File: src/rtl/sound_generator.sv
// Event-driven sawtooth tone generator: each rising event edge starts a fixed-length
// ramp on dacCount whose step rate depends on the event; silence (0) otherwise.
module sound_generator #(
    parameter int unsigned GOOD_DIV   = 4,
    parameter int unsigned BAD_DIV    = 16,
    parameter int unsigned BUTTON_DIV = 2,
    parameter int unsigned DIR_DIV    = 8,
    parameter int unsigned DURATION   = 1024
) (
    input  logic       clk,
    input  logic       nRst_i,
    input  logic       goodColl_i,
    input  logic       badColl_i,
    input  logic       button_i,
    input  logic       direction_i,
    output logic [7:0] dacCount
);

    typedef enum logic {
        IDLE = 1'b0,
        PLAY = 1'b1
    } state_t;

    // All generator state lives in one struct so checkers can bind to a single signal.
    typedef struct packed {
        state_t      state;
        logic [15:0] divider;
        logic [15:0] prescaler;
        logic [15:0] duration;
        logic [7:0]  sample;
    } gen_regs_t;

    localparam logic [15:0] GOOD_DIV_W   = 16'(GOOD_DIV);
    localparam logic [15:0] BAD_DIV_W    = 16'(BAD_DIV);
    localparam logic [15:0] BUTTON_DIV_W = 16'(BUTTON_DIV);
    localparam logic [15:0] DIR_DIV_W    = 16'(DIR_DIV);
    localparam logic [15:0] DUR_LAST     = 16'(DURATION - 1);

    gen_regs_t   cur;
    gen_regs_t   nxt;
    logic [3:0]  evt_now;
    logic [3:0]  evt_prev;
    logic [3:0]  evt_rise;
    logic        trigger;
    logic [15:0] trig_div;

    // Bit order encodes priority: bad, good, button, direction.
    assign evt_now  = {badColl_i, goodColl_i, button_i, direction_i};
    assign evt_rise = evt_now & ~evt_prev;
    assign trigger  = |evt_rise;

    always_ff @(posedge clk or posedge nRst_i) begin
        if (nRst_i) begin
            evt_prev <= '0;
        end else begin
            evt_prev <= evt_now;
        end
    end

    always_comb begin
        trig_div = '0;
        if (evt_rise[3]) begin
            trig_div = BAD_DIV_W;
        end else if (evt_rise[2]) begin
            trig_div = GOOD_DIV_W;
        end else if (evt_rise[1]) begin
            trig_div = BUTTON_DIV_W;
        end else if (evt_rise[0]) begin
            trig_div = DIR_DIV_W;
        end
    end

    always_ff @(posedge clk or posedge nRst_i) begin
        if (nRst_i) begin
            cur <= '0;
        end else begin
            cur <= nxt;
        end
    end

    always_comb begin
        nxt = cur;
        if (trigger) begin
            nxt.state     = PLAY;
            nxt.divider   = trig_div;
            nxt.prescaler = '0;
            nxt.duration  = '0;
            nxt.sample    = '0;
        end else if (cur.state == PLAY) begin
            if (cur.prescaler == cur.divider - 16'd1) begin
                nxt.prescaler = '0;
                nxt.sample    = cur.sample + 8'd1;
            end else begin
                nxt.prescaler = cur.prescaler + 16'd1;
            end
            // End of tone wins over the sample step and parks the counters at zero.
            if (cur.duration == DUR_LAST) begin
                nxt.state     = IDLE;
                nxt.sample    = '0;
                nxt.prescaler = '0;
                nxt.duration  = '0;
            end else begin
                nxt.duration = cur.duration + 16'd1;
            end
        end else begin
            nxt.sample    = '0;
            nxt.prescaler = '0;
            nxt.duration  = '0;
        end
    end

    assign dacCount = cur.sample;

endmodule

File: config.mk
export PLATFORM = sky130hd
export DESIGN_NAME = sound_generator
export DESIGN_NICKNAME = d
export VERILOG_FILES = /design/src/rtl/sound_generator.sv
export SDC_FILE = /design/constraint.sdc
export NUM_CORES = 1
export LEC_CHECK = 0
export ABC_AREA = 1
export CAP_MARGIN = 10
export CORE_MARGIN = 2
export CORE_UTILIZATION = 60
export DETAILED_ROUTE_END_ITERATION = 10
export GPL_ROUTABILITY_DRIVEN = 0
export PLACE_DENSITY = 0.88
export SLEW_MARGIN = 20
export SYNTH_ARGS = -nofsm -noshare
export SYNTH_HDL_FRONTEND = slang
export SYNTH_SLANG_ARGS = --single-unit
File: constraint.sdc
create_clock -name clk -period 2.1 [get_ports clk]
set_input_delay 0.42 -clock clk [delete_from_list [all_inputs] [get_ports clk]]
set_output_delay 0.42 -clock clk [all_outputs]
set_load 0.02 [all_outputs]
* After elaboration in Yosys (flattened, before gate mapping) *
Cells that the tools add are included.

storage, ports and cells
  bits in registers = 61
  input port bits = 6
  output and inout bits = 8

operators by class
  $add $sub $neg = 4
  eq/ne operators = 3
  mux-type cells = 14
  bitwise gates (word level) = 2
  reductions and logical operators = 1

operators by type and width
  operator                                               number
  two-way mux 40 bit                                     2
  two-way mux 16 bit                                     3
  adder 16 x 1 -> 16 bit, second input constant          2
  equality test 16 x 10 -> 1 bit, second input constant  1
  equality test 16 bit                                   1
  two-way mux 8 bit                                      2
  subtractor 16 x 1 -> 16 bit, second input constant     1
  two-way mux 4 bit                                      3
  adder 8 x 1 -> 8 bit, second input constant            1
  two-way mux 5 bit                                      1
  AND 4 bit                                              1
  inequality test 4 x 2 -> 1 bit, second input constant  1
  inverter 4 bit                                         1
  OR reduction 4 bit                                     1
  two-way mux 1 bit                                      3

* Longest topological paths before layout *
  word-level depth = 6
  mapped depth = 13

* Worst setup path before layout *
No wires, ideal clock.

  kind = register -> register
  start point = register cur[41] (netlist name)
  end point = register cur (netlist bit dacCount[2])
  setup time = 0.117 ns
  arrival time = 1.563 ns
  data required time = 1.983 ns
  slack = 0.420 ns
  cell stages (with the launch flop) = 12
  buffers on the path = 1
  path through = dfrtp_1 -> nor3_1 -> ha_1 -> inv_1 -> nand2_1 -> nand2_1 -> nand3_1 -> a21oi_1 -> nand3_1 -> buf_4 -> nand3_1 -> nand2_1

on the way
  word-level cells in the longest chain between the ends = 3

RTL lines
  item                                             line  text
  start: declaration                               39    gen_regs_t cur;
  start signal: assignment                         77    cur <= nxt;
  subtractor 16 x 1 -> 16 bit                      90    if (cur.prescaler == cur.divider - 16'd1) begin
  equality test 16 bit                             90
  inequality test 4 x 2 -> 1 bit (no source line)  n/a

No other way between the ends.
A chain may end at the register's enable or synchronous reset.

==> Flow_metrics.wiki <==
{| class="wikitable"
! Metric !! Value
|-
| Relative slew slack || approximately 74%
|-
| Vertical extent of the die || around 73 um
|-
| Area of all placed cells without fillers || slightly above 0.003 mm2
|-
| Combinational share of power || a little over a tenth
|-
| Clock net sink count || 49
|-
| Worst Slack Setup Final || ~220 ps
|-
| Critical-path cell list || nor3_1 > ha_1 > inv_1 > nand2_1 > nand2_1 > nand3_1 > a21oi_1 > nand3_1 > nand2_4 > nor2_1
|-
| Hold bufs inserted after CTS || 0
|-
| Number of I/O pins || 14
|-
| Count of buffers added by post-CTS timing repair for setup || 0
|-
| Family of cells with the greatest summed delay on the critical path || simple AND/OR/NAND/NOR gates
|-
| Number of design-rule violations left by the first detailed-router iteration || 154
|-
| CP Data Arrival Time || between 2000 and 2500 ps
|-
| Avg WL per Cell || about 12 um
|-
| Skew-Pair Late Insertion Delay || between 300 and 400 ps
|-
| Leftover overflow at the end of global routing || 0
|-
| Area Growth Syn to Fin || 8.53%
|-
| RSZ-0062 raised after global routing || no
|-
| Number of warnings reported in the yosys synthesis log || 0
|-
| Global-route wire length before repair || 9450 um
|-
| Number of antenna violations at the first check in global routing || 0
|-
| Cell internal pwr || 1.43 mW
|-
| Setup Skew || approximately 13 ps
|-
| Final worst path period share || between 80% and 90%
|-
| Result of the run || finished, final reports clean
|-
| Post-synthesis cell area || about 0.0028 mm2
|-
| Synth area leaders || dfrtp_1 43%, nand2_1 11%, nor2_1 9.7%
|-
| Number of I/O port buffers || 13
|-
| Setup tns final || 0 ps
|-
| Slew at the pin closest to its max-slew limit || 394 ps
|-
| Post-DP HPWL || approximately 3700 um
|-
| Largest fanout on the critical path || 22
|-
| Type of element capturing the critical path || register
|-
| Vias in the first global route || 2177
|-
| Post-synth net total || between 300 and 400
|-
| Number of levels the H-tree was split into || 2
|-
| Root Driver || clkbuf_8
|-
| Pwr/cell area || a little over 600 mW/mm2
|-
| Max cap viols || 0
|-
| Global-route usage over all layers || a little under a quarter
|-
| Share of the yosys chip area belonging to registers || 43.3%
|-
| Final critical-path required period || 1880 ps
|-
| Power share of the sequential group || 52.4%
|-
| Number of synthesized register bits || between 40 and 50
|-
| Post-place setup slack || roughly 120 ps
|-
| Horizontal die dimension || 72.7 um
|-
| Cts repair resizes || 0
|-
| Critical path data required time || between 2000 and 2500 ps
|-
| Worst min-delay path class || input port to asynchronous set/reset pin
|-
| CTS tree || done
|-
| Number of buffer and inverter instances along the worst setup path || 1
|-
| Ys flop type || dfrtp_1
|-
| Number of vias per cell || ~5.5
|-
| Cells after synthesis || 374
|-
| Switching power share of the total || 24.2%
|-
| Maximum number of pins on one net before global-route repair || 50
|-
| Most frequent cell after synthesis || nand2_1
|-
| DRC violations left || 0
|-
| Final Hold Violating Endpoints || 0
|-
| Total clock buffers created by CTS || 5
|-
| P_sw || ~460 uW
|-
| Die area || between 0.005 and 0.006 mm2
|-
| Most used standard cells in the synthesized netlist || 82 x nand2_1, 73 x nor2_1, 49 x dfrtp_1, 43 x inv_1, 33 x nand3_1
|-
| Slowest cell on crit path || dfrtp_1
|-
| Yosys top cell by area || dfrtp_1
|-
| Standard-cell row count || 24
|-
| Post-synth ARST share || between 90% and 100%
|-
| Inserted Diodes || 0
|-
| CP Launch Type || register
|-
| Average cell area after synthesis || 7.57 um2
|-
| EDFF count, synth || 0
|-
| Number of endpoints failing setup at the final stage || 0
|-
| Proportion of layout cells with a drive suffix above 1 || 5.99%
|-
| Clock-pin transition on the worst setup and hold timing paths || ~90 ps
|-
| Via Count || approximately 2400
|-
| Leakage Power || approximately 1.4 nW
|-
| CTS max path bufs || 2
|-
| Pre-antenna DRT Iters || 4
|-
| Count of nets left with antenna violations after detail routing || 0
|-
| Final cell utilization of the core || between 60 and 70%
|-
| Routed wire length || 5430 um
|-
| Category of the critical setup timing path || register to register
|-
| Fmax achieved || roughly 0.53 GHz
|-
| Final net count || between 300 and 400
|-
| Final Max Tran Viols || 0
|-
| Post-synthesis cell type count || 27
|-
| Fraction of post-synthesis cell area in the top cell type by area || a little over two fifths
|-
| Instance area at placement || 0.00296 mm2
|-
| Initial cell density of the core || a little under two thirds
|-
| Worst stage delay on the critical path || 420 ps
|-
| IR drop worst, VDD || a little under 0.4 mV
|-
| Placeable core region || between 0.004 and 0.005 mm2
|-
| Clock power frac || between 30 and 40%
|}
[registers in the layout (all words and copies together) (netlist names)]
name	cells
evt_prev	4
dacCount	8
cur	37
[power groups by stage]
stage | logic, mW | clock network (mW) | registers, mW
2_1_floorplan | 0.161 | 0 | 1.00
3_3_place_gp | 0.199 | 0 | 1.01
3_5_place_dp | 0.204 | 0 | 1.01
4_1_cts | 0.207 | 0.715 | 0.989
5_1_grt | 0.237 | 0.733 | 0.992
6_report | 0.205 | 0.695 | 0.989
[path summary, 6_finish.rpt]
check                                     from           endpoint  slack, ps  cells after the start
setup / recovery           cur[41]$_DFFE_PP0N_  cur[39]$_DFF_PP0_        220                     10
hold / removal                          nRst_i  cur[14]$_DFF_PP0_        460                      3
setup reg to reg           cur[41]$_DFFE_PP0N_  cur[39]$_DFF_PP0_        220                     10
hold reg to reg               cur[8]$_DFF_PP0_   cur[8]$_DFF_PP0_        460                      1
max in group asynchronous               nRst_i  cur[39]$_DFF_PP0_       1420                      3
min in group clk              cur[8]$_DFF_PP0_   cur[8]$_DFF_PP0_        460                      1
[per-stage QoR]
step / std cells / power (mW) / hold WS, ps
2_1_floorplan: 374 / 1.16 / 431
3_3_place_gp: 428 / 1.21 / 451
3_5_place_dp: 428 / 1.21 / 458
4_1_cts: 436 / 1.91 / 464
5_1_grt: 436 / 1.96 / 475
6_report: 436 / 1.89 / 463
[cell usage in the layout, fill, tap and decap left out, types with 2 or more instances in the layout]
cell type / n
a21oi_1: 5
buf_4: 3
clkbuf_8: 6
clkdlybuf4s50_1: 13
dfrtp_1: 49
ha_1: 5
inv_1: 42
inv_2: 2
nand2_1: 82
nand2_4: 3
nand3_1: 33
nand3b_1: 2
nand4_1: 16
nor2_1: 73
nor3_1: 10
o21ai_0: 7
o21bai_1: 4
or2_2: 2
xnor2_1: 4
xor2_1: 14
[routing by layer]
metal	track usage, %	routed length, um
met5	0	0
met4	9.88	89
met3	4.56	231
met2	37.9	2670
met1	29.0	2450
[cell type report]
class / count / area, um2
Inverter: 44 / 165
Timing Repair Buffer: 17 / 173
Multi-Input combinational cell: 266 / 1330
Sequential cell: 49 / 1230
Clock inverter: 1 / 30.0
Tap cell: 52 / 65.1
Fill cell: 373 / 1370
Clock buffer: 7 / 86.3
[cell families after synthesis]
| family | synth area share [%] |
|---|---|
| and+or+nand+nor | 35.4 |
| DFF | 43.3 |
| AOI/OAI and AO/OA | 3.71 |
| buffers and inverters | 9.81 |
| adders and majority gates | 2.21 |
| xor gates and xnor gates | 5.57 |
[worst min-delay path, delay by kind of cell]
| kind | cells | cell delay (ps) |
|---|---|---|
| buf+inv | 3 | 730 |
No activity file was read; power rests on OpenSTA's default activity.
